===== config.mk =====
export PLATFORM = sky130hd
export DESIGN_NAME = relu_maxpool
export DESIGN_NICKNAME = d
export VERILOG_FILES = /design/src/rtl/relu_maxpool.sv
export SDC_FILE = /design/constraint.sdc
export NUM_CORES = 1
export LEC_CHECK = 0
export ABC_AREA = 1
export CAP_MARGIN = 5
export CORE_ASPECT_RATIO = 0.6
export CORE_UTILIZATION = 45
export DETAILED_ROUTE_END_ITERATION = 10
export GPL_ROUTABILITY_DRIVEN = 0
export PLACE_DENSITY_LB_ADDON = 0.05
export SLEW_MARGIN = 30
export SYNTH_ARGS = -nofsm -noshare
export SYNTH_HDL_FRONTEND = slang
export SYNTH_SLANG_ARGS = --single-unit

===== constraint.sdc =====
create_clock -name clk_i -period 10.85 [get_ports clk_i]
set_clock_uncertainty 0.05 [all_clocks]
set_input_delay 2.7125 -clock clk_i [delete_from_list [all_inputs] [get_ports clk_i]]
set_output_delay 2.7125 -clock clk_i [all_outputs]
set_load 0.03 [all_outputs]

===== src/rtl/relu_maxpool.sv =====
// ReLU followed by 2x2 stride-2 max pooling over a raster-order pixel stream.
// One half-width row buffer holds horizontal pair maxima from even rows until the odd row combines them.
module relu_maxpool #(
  parameter int IMG_W     = 28,
  parameter int IMG_H     = 28,
  parameter bit SIGNED_IN = 1'b1
) (
  input  logic       clk_i,
  input  logic       rst_ni,
  input  logic [7:0] pixel_i,
  input  logic       pix_data_valid,
  output logic [7:0] pool_o,
  output logic       pool_valid_o,
  output logic       frame_done_o
);

  localparam int DATA_W = 8;
  localparam int HALF_W = IMG_W / 2;
  localparam int CW     = $clog2(IMG_W);
  localparam int RW     = $clog2(IMG_H);
  localparam int IW     = (HALF_W > 1) ? $clog2(HALF_W) : 1;
  localparam bit H_ODD  = (IMG_H % 2) == 1;

  localparam logic [CW-1:0] COL_LAST     = CW'(IMG_W - 1);
  localparam logic [CW-1:0] COL_DONE     = CW'(2 * HALF_W - 1);
  localparam logic [RW-1:0] ROW_LAST     = RW'(IMG_H - 1);
  localparam logic [RW-1:0] ROW_DONE     = RW'(2 * (IMG_H / 2) - 1);
  localparam logic [RW-1:0] ROW_PRE_SKIP = RW'(IMG_H - 2);

  typedef enum logic [1:0] {ROW_EVEN, ROW_ODD, SKIP} state_t;

  function automatic logic [DATA_W-1:0] relu(input logic [DATA_W-1:0] x);
    logic signed [DATA_W-1:0] xs;
    xs = x;
    relu = (SIGNED_IN && (xs < 0)) ? '0 : x;
  endfunction

  function automatic logic [DATA_W-1:0] max8(input logic [DATA_W-1:0] a,
                                              input logic [DATA_W-1:0] b);
    max8 = (a > b) ? a : b;
  endfunction

  state_t            state;
  logic [CW-1:0]     col;
  logic [RW-1:0]     row;
  logic [DATA_W-1:0] hold_p0;
  logic [DATA_W-1:0] row_buf [HALF_W];
  logic [DATA_W-1:0] relu_p0;
  logic [DATA_W-1:0] pair_p0;
  logic [IW-1:0]     buf_idx;

  // Stage p0: ReLU and horizontal pair maximum on the accepted pixel
  always_comb begin
    relu_p0 = relu(pixel_i);
    pair_p0 = max8(hold_p0, relu_p0);
    buf_idx = IW'(col >> 1);
  end

  // An odd trailing column of an odd-width image lands on an even col and only ever reaches hold_p0.
  always_ff @(posedge clk_i) begin
    if (pix_data_valid) begin
      if (!col[0])
        hold_p0 <= relu_p0;
      else if (state == ROW_EVEN)
        row_buf[buf_idx] <= pair_p0;
    end
  end

  // Stage p1: registered pooled output, counters and row FSM
  always_ff @(posedge clk_i) begin
    if (!rst_ni) begin
      pool_o       <= '0;
      pool_valid_o <= 1'b0;
      frame_done_o <= 1'b0;
      col          <= '0;
      row          <= '0;
      state        <= ROW_EVEN;
    end else begin
      pool_valid_o <= 1'b0;
      frame_done_o <= 1'b0;
      if (pix_data_valid) begin
        if (col[0] && (state == ROW_ODD)) begin
          pool_o       <= max8(row_buf[buf_idx], pair_p0);
          pool_valid_o <= 1'b1;
          frame_done_o <= (row == ROW_DONE) && (col == COL_DONE);
        end
        if (col == COL_LAST) begin
          col <= '0;
          if (row == ROW_LAST) begin
            row   <= '0;
            state <= ROW_EVEN;
          end else begin
            row <= row + 1'b1;
            case (state)
              ROW_EVEN: state <= ROW_ODD;
              ROW_ODD:  state <= (H_ODD && (row == ROW_PRE_SKIP)) ? SKIP : ROW_EVEN;
              default:  state <= ROW_EVEN;
            endcase
          end
        end else begin
          col <= col + 1'b1;
        end
      end
    end
  end

endmodule

* Yosys cells after proc, flatten, opt, wreduce, memory -nomap -nowiden
Memory sizes are Yosys's and may differ from the RTL's. A register that Yosys moved wholly into a read port is not among the register bits.
Index checks and enable logic that the tools add are counted.
W data, S select, Z words.
** Word-level totals
- Bits in writable memories :: 112
- Memories kept :: 1
- Bits in registers :: 30
- Input port bits :: 11
** Memories
- row_buf :: depth 14, width 8, read ports 1, clocked after Yosys merged registers in 1, write ports 1, RTL line 47 : logic [DATA_W-1:0] row_buf [HALF_W];
** Operators by class
- Add/sub/neg operators :: 2
- Eq/ne operators :: 3
- Magnitude comparators :: 3
- Reduce and logical (&&, ||, !) cells :: 8
- Bitwise operators :: 1
- Muxes and demuxes :: 14
** Operators by type and width (count)
- $mux W8 :: 3
- $gt A8 B8 Y1 :: 2
- $add A5 B1 Y5 const B :: 2
- $eq A5 B5 Y1 const B :: 2
- $mux W5 :: 2
- $lt A8 B1 Y1 const B :: 1
- $mux W4 :: 2
- $reduce_and A2 Y1 :: 4
- $mux W1 :: 7
- $reduce_and A3 Y1 :: 1
- $eq A2 B1 Y1 const B :: 1
- $logic_and A1 B1 Y1 :: 2
- $logic_not A2 Y1 :: 1
- $not A1 Y1 :: 1

* Logic depth before layout (Yosys ltp)
Gate-level depths: netlist of the first run.
- Depth in word-level cells :: 6
- Mapped depth :: 25
- Gate-level depth less buffers :: 25

* Worst setup path before layout of the first run
OpenSTA, ideal clock, no wires.
- Path kind :: input to register
- Start point :: input port pixel_i[6]
- End point :: register pool_o[0]
- Slack :: 5.499 ns
- Data arrival time :: 5.169 ns
- Buffers on the path :: 0
- Required time :: 10.668 ns
- Stages on the path :: 21
- Path through :: inv_1 -> nor2_1 -> inv_1 -> ha_1 -> and3_1 -> nand2_1 -> nand2_1 -> nand2_2 -> nand2_1 -> nand2_1 -> inv_1 -> ha_1 -> nand2_1 -> inv_1 -> nand2_1 -> nand2_1 -> nand2_1 -> a21oi_1 -> nand3_1 -> nand3_1 -> a21oi_1
** Between the ends
- Cells in the longest elaborated chain, start to end :: 6
** RTL lines
- start: declaration :: RTL line 10 : input logic [7:0] pixel_i,
- $lt A8 B1 Y1 :: RTL line 35 : relu = (SIGNED_IN && (xs < 0)) ? '0 : x;
- $mux W8 (*) :: RTL line 35
- net relu_p0[6] :: RTL line 48 : logic [DATA_W-1:0] relu_p0;
- $gt A8 B8 Y1 (*) :: RTL line 40 : max8 = (a > b) ? a : b;
- $mux W8 (*) :: RTL line 40
- net pair_p0[3] :: RTL line 49 : logic [DATA_W-1:0] pair_p0;
- $gt A8 B8 Y1 (*) :: RTL line 40
- $mux W8 (*) :: RTL line 40
- end signal: assignment :: RTL line 83 : pool_o <= max8(row_buf[buf_idx], pair_p0);
- end: declaration :: RTL line 12 : output logic [7:0] pool_o,
Mark *: on every way through the listed nets, which the timed path passes. The rest lies on a longest branch.
A chain may end at the register's enable or synchronous reset.

* Worst setup path after layout of the first run
- Start point :: input port pixel_i[7]
- End point :: register pool_o[3]
** Between the ends
- Cells in the longest elaborated chain, start to end :: 6
** RTL lines (RTL line)
- $lt A8 B1 Y1 (*) :: 35
- $mux W8 (*) :: 35
- net relu_p0[5] :: 48
- $gt A8 B8 Y1 :: 40
- $mux W8 (*) :: 40
- net pair_p0[5] :: 49
- $gt A8 B8 Y1 (*) :: 40
- $mux W8 (*) :: 40
Marked as above.

==> flow_metrics.py, run 1 <==
metrics = {
    "detailed_routing": {
        "routedWlPerCell_um": 17.82,
        "wirelength_um": 13810,
        "drt-pass1-iter-count": 5,
        "route.detailed.drc": 0,
        "drtAntennaViolNets": 0,
        "drt-initial-drc-count": 250,
        "num_vias": 4057,
        "via_per_inst": 5.235,
    },
    "synth": {
        "ys_types": 34,
        "synthTopCellsByArea": "edfxtp_1 54%, nand2_1 9.4%, dfxtp_1 8.3%",
        "syn_avg_cell_area_um2": 10.09,
        "synthSimpleGateAreaFrac": 0.2123,
        "ys_seq_area_frac": 0.6240,
        "ys_ff_latch": 129,
        "syn-instance-count": 577,
        "synth_top_family_by_area": "simple AND/OR/NAND/NOR gates",
        "yosys.area.top_type": "edfxtp_1",
        "synthAdderAreaFrac": 0.03438,
        "synth_top_area_frac": 0.5415,
        "synthMuxAreaShare": 0,
        "syn_nets": 604,
        "synth_area_um2": 5823,
        "yosysWarnings": 0,
        "synth_compound_area_frac": 0.05952,
        "synthXorXnorAreaFrac": 0.004512,
    },
    "cts": {
        "cts_made_buffers": 17,
        "clk_pin_slew_ns": 0.06,
        "post_cts_buffers": 0,
        "cts_resized": 0,
        "cts_sinks": 129,
        "cts-root-buf": "clkbuf_16",
        "cts.hold.buffers_added": 0,
        "clk_path_buf_depth": 2,
        "cts_tree": "built",
        "clk_latency_ns": 0.41,
        "cts_max_level": 4,
    },
    "floorplanning": {
        "start_util": 0.4721,
        "ios": 21,
        "die_area_um2": 13410,
        "die_h_um": 90.12,
        "die_x_um": 148.9,
        "rows": 31,
        "coreArea_um2": 12330,
    },
    "worst_setup_path": {
        "path_class": "in -> reg",
        "reg2reg_slack_ns": 7.29,
        "r2r_cells": 19,
        "cp_max_fo": 15,
        "worst_ep_arrival_time_ns": 6.50,
        "cp-endpoint": "pool_o[3]",
        "cp.required_ns": 11.08,
        "cp-start-kind": "input port",
        "endpoint_kind": "flip-flop",
        "startpoint": "pixel_i[7]",
        "reg2reg_from": "hold_p0[3]",
        "rr_endpoint": "pool_o[3]",
    },
    "grt": {
        "grt_max_degree": 46,
        "gr-usage-all-layers": 0.2240,
        "grt_pass1_wl_um": 21840,
        "grt_pass1_vias": 3787,
        "antenna_found_initial": 0,
        "overflow": 0,
    },
    "timing": {
        "hold_violations": 0,
        "fin_setup_tns_ns": 0,
        "tightest_slew_ns": 0.8233,
        "period_minus_slack_ns": 6.270,
        "period_share": 0.5779,
        "slew_headroom": 0.4491,
        "setup_ws_ns": 4.580,
        "slew_viol_final": 0,
        "setup_violations": 0,
        "rsz0062_at_grt": "false",
        "max_freq_mhz": 159.5,
    },
    "cells_and_area": {
        "layout-drive-gt1-share": 0.09344,
        "final_nets": 624,
        "n_fill_cell": 1116,
        "fin_cells": 775,
        "final_cell_mix": "146 x nand2_1, 105 x edfxtp_1, 61 x nand3_1",
        "n_antenna_cell": 0,
        "area.growth.synth_to_final_pct": 14.76,
        "layout_commonest_cell": "nand2_1",
        "finalInstanceArea_um2": 6683,
    },
    "place": {
        "place_ws_ns": 4.197,
        "hpwlAfterDp_um": 9264,
        "place_inst": 743,
        "place_area_um2": 6091,
        "io_buffers": 19,
    },
    "power_and_ir_drop": {
        "powerDensity_nw_per_um2": 183.0,
        "ir_drop_mv": 0.1056,
        "total_power_mw": 1.223,
        "leakagePower_nw": 2.621,
    },
    "run_status": {
        "status": "completed",
    },
    "run": {
        "maxCapViolations": 0,
    },
    "worst_hold_path": {
        "hold_class": "reg -> reg",
    },
}
registers in the layout (all words and copies together), names as in the netlist, named ones only:
signal        count
row               5
row_buf          98
frame_done_o      1
pool_o            7
hold_p0           7
state             1
col               5
pool_valid_o      1
critical path, cell delays in order:
cell	delay [ns]
clkdlybuf4s50_1	0.53
nor2_1	0.26
inv_1	0.07
ha_1	0.29
nand2_1	0.06
nand2_1	0.04
a21oi_1	0.15
nand2_1	0.20
nand2_2	0.17
nand2_1	0.09
nand2_1	0.55
inv_1	0.10
ha_1	0.34
a21o_1	0.16
a21oi_1	0.17
nand2_1	0.07
nand2_1	0.19
nand3_1	0.17
nand3_1	0.10
a21oi_1	0.06
area by class of cell:
class	instances	area, µm²	area share
Sequential cell	129	3633	0.5437
Inverter	54	207.7	0.03108
Timing Repair Buffer	21	205.2	0.03071
Clock buffer	21	503.0	0.07527
Multi-Input combinational cell	374	1838	0.2750
Tap cell	165	206.4	0.03089
Clock inverter	11	88.84	0.01329
cells by family after synthesis:
family,Yosys count
adder cells (fa/ha/maj),16
AO/OA/AOI/OAI,65
AND/OR/NAND/NOR,289
other,1
flip-flops,129
XOR/XNOR,3
buffers and inverters,74
synth_stat cells (all sizes together):
| master | count |
|---|---|
| a211oi | 1 |
| a21o | 1 |
| a21oi | 34 |
| and3 | 1 |
| buf | 19 |
| clkbuf | 1 |
| conb | 1 |
| dfxtp | 24 |
| edfxtp | 105 |
| ha | 16 |
| inv | 54 |
| nand2 | 154 |
| nand3 | 61 |
| nand4 | 4 |
| nor2 | 58 |
| nor3 | 7 |
| nor3b | 1 |
| nor4 | 1 |
| o211ai | 5 |
| o21ai | 24 |
| or2 | 2 |
| xnor2 | 1 |
| xor2 | 2 |
where the power goes:
group | total [mW] | switching, mW | internal (mW)
registers | 0.554 | 0.00307 | 0.551
clock network | 0.560 | 0.223 | 0.336
logic | 0.109 | 0.0795 | 0.0297
metrics by stage:
step | utilization | hold slack (ns)
floorplan | - | 0.4043
global placement | 0.4918 | 0.4093
detailed placement | 0.4938 | 0.4076
CTS | 0.5418 | 0.4170
global route | 0.5418 | 0.4287
finish | 0.5418 | 0.4182
metal layers:
metal	global-route usage	vias to the layer above	wire length [µm]
met1	0.3513	1949	7295
met4	0.07653	0	143
met5	0	-	0
met2	0.2995	94	5648
met3	0.04924	12	722
li1	-	2002	-
how the worst min path moves through the flow:
stage	start	endpoint	slack (ns)	depth (start not counted)
final	pool_o[4]	pool_o[4]	0.42	2
after global routing	pool_o[4]	pool_o[4]	0.43	2
after CTS	pool_o[4]	pool_o[4]	0.42	2
after detailed placement	pool_o[4]	pool_o[4]	0.41	2
after global placement	pool_o[1]	pool_o[1]	0.41	2
after floorplan	state[0]	state[0]	0.40	2
(Power assumes the default switching activity.)
==> run 2: changes to the inputs <==
==> constraint.sdc (replaced) <==
create_clock -name clk_i -period 6.5 [get_ports clk_i]
set_clock_uncertainty 0.05 [all_clocks]
set_input_delay 1.625 -clock clk_i [delete_from_list [all_inputs] [get_ports clk_i]]
set_output_delay 1.625 -clock clk_i [all_outputs]
set_load 0.03 [all_outputs]
==> flow_metrics.py, run 2 (same netlist as run 1, synthesis figures left out) <==
metrics = {
    "cts": {
        "cts_tree": "built",
        "cts-root-buf": "clkbuf_16",
        "post_cts_buffers": 0,
        "cts_resized": 0,
        "clk_path_buf_depth": 2,
        "cts_made_buffers": 17,
        "clk_pin_slew_ns": 0.06,
        "cts_sinks": 129,
        "cts.hold.buffers_added": 0,
        "clk_latency_ns": 0.43,
        "cts_max_level": 4,
    },
    "run": {
        "maxCapViolations": 0,
    },
    "floorplanning": {
        "die_area_um2": 13410,
        "die_x_um": 148.9,
        "coreArea_um2": 12330,
        "die_h_um": 90.12,
        "start_util": 0.4721,
        "rows": 31,
        "ios": 21,
    },
    "detailed_routing": {
        "num_vias": 4120,
        "drt-pass1-iter-count": 5,
        "drt-initial-drc-count": 370,
        "route.detailed.drc": 0,
        "wirelength_um": 13790,
        "via_per_inst": 5.302,
        "routedWlPerCell_um": 17.74,
        "drtAntennaViolNets": 0,
    },
    "timing": {
        "hold_violations": 0,
        "rsz0062_at_grt": "false",
        "max_freq_mhz": 189.8,
        "period_minus_slack_ns": 5.268,
        "slew_headroom": 0.4055,
        "slew_viol_final": 0,
        "whs_ns": 0.4169,
        "fin_setup_tns_ns": 0,
        "setup_violations": 0,
        "tightest_slew_ns": 0.8905,
        "period_share": 0.8105,
        "setup_ws_ns": 1.232,
    },
    "worst_setup_path": {
        "r2r_cells": 14,
        "cp.required_ns": 6.73,
        "rr_endpoint": "pool_o[5]",
        "cp-start-kind": "input port",
        "worst_ep_arrival_time_ns": 5.50,
        "cp_max_fo": 15,
        "reg2reg_slack_ns": 2.65,
        "path_class": "in -> reg",
        "endpoint_kind": "flip-flop",
    },
    "power_and_ir_drop": {
        "total_power_mw": 2.040,
        "leakagePower_nw": 2.627,
        "powerDensity_nw_per_um2": 305.2,
        "ir_drop_mv": 0.1667,
    },
    "place": {
        "hpwlAfterDp_um": 9218,
        "place_ws_ns": 0.9306,
        "io_buffers": 19,
    },
    "worst_hold_path": {
        "holdPathEnd": "pool_o[0]",
        "holdPathStages": 2,
        "min-delay-start": "pool_o[0]",
        "hold_class": "reg -> reg",
    },
    "grt": {
        "grt_pass1_wl_um": 21510,
        "grt_max_degree": 41,
        "gr-usage-all-layers": 0.2220,
        "antenna_found_initial": 0,
        "overflow": 0,
        "grt_pass1_vias": 3803,
    },
    "cells_and_area": {
        "n_fill_cell": 1092,
        "top_register": "row_buf",
        "layout-drive-gt1-share": 0.09641,
        "final_nets": 626,
        "area.growth.synth_to_final_pct": 14.80,
        "largest_register_ffs": 98,
        "reg.largest.list": "row_buf: 98 flops, hold_p0: 7 flops, pool_o: 7 flops",
        "final_cell_mix": "146 x nand2_1, 105 x edfxtp_1, 61 x nand3_1",
        "layout_commonest_cell": "nand2_1",
        "n_antenna_cell": 0,
    },
    "run_status": {
        "status": "completed",
    },
}
## run 2: area by class of cell
class	count	area, µm²	share of cell area
clock buffers	19	475.5	0.07112
clock inverters	13	103.9	0.01553
inverters	54	207.7	0.03107
multi-input cells	374	1838	0.2749
flip-flops and latches	129	3633	0.5435
well taps	165	206.4	0.03088
repair buffers	23	220.2	0.03294
## run 2: worst max path at each step
stage               start   endpoint  slack (ns)  depth (start not counted)
3_3_place_gp   pixel_i[7]  pool_o[1]        0.99                         19
2_1_floorplan  pixel_i[6]  pool_o[0]        2.24                         21
4_1_cts        pixel_i[7]  pool_o[0]        1.34                         20
6_report       pixel_i[7]  pool_o[5]        1.23                         22
3_5_place_dp   pixel_i[7]  pool_o[0]        0.93                         20
5_1_grt        pixel_i[7]  pool_o[5]        0.89                         20
## run 2: report_power, final
group / switching (mW) / total (mW) / internal [mW]
Combinational: 0.129 / 0.182 / 0.0522
Sequential: 0.00896 / 0.929 / 0.920
Clock: 0.386 / 0.930 / 0.544
Total: 0.525 / 2.04 / 1.52
## run 2: worst max-delay path: stages
cell and delay [ns]:
clkdlybuf4s50_1 0.52, nor2_1 0.27, inv_1 0.07, ha_1 0.29, nand2_1 0.08, inv_1 0.06, nand2_1 0.06, nand2_1 0.05
nand2_1 0.06, nand2_1 0.16, nand2_2 0.17, nand2_1 0.08, nand2_1 0.50, inv_1 0.12, ha_1 0.34, nand3_1 0.11
inv_1 0.07, nand2_1 0.06, a21oi_1 0.42, nand3_1 0.18, nand3_1 0.13, a21oi_1 0.07
## run 2: metrics by stage
step	instances	utilization	instance area, µm²
finish	777	0.5420	6685
global route	777	0.5420	6685
CTS	777	0.5416	6680
detailed placement	745	0.4946	6101
global placement	745	0.4930	6081
floorplan	577	-	5823
## run 2: per-layer routing
layer | vias to the layer above | GRT usage | share of wire | routed length [µm]
met5 | - | 0 | 0 | 0
met3 | 24 | 0.04721 | 0.073 | 1011
met1 | 1941 | 0.3477 | 0.51 | 7023
li1 | 2002 | - | - | -
met2 | 153 | 0.2948 | 0.40 | 5570
met4 | 0 | 0.08418 | 0.013 | 179
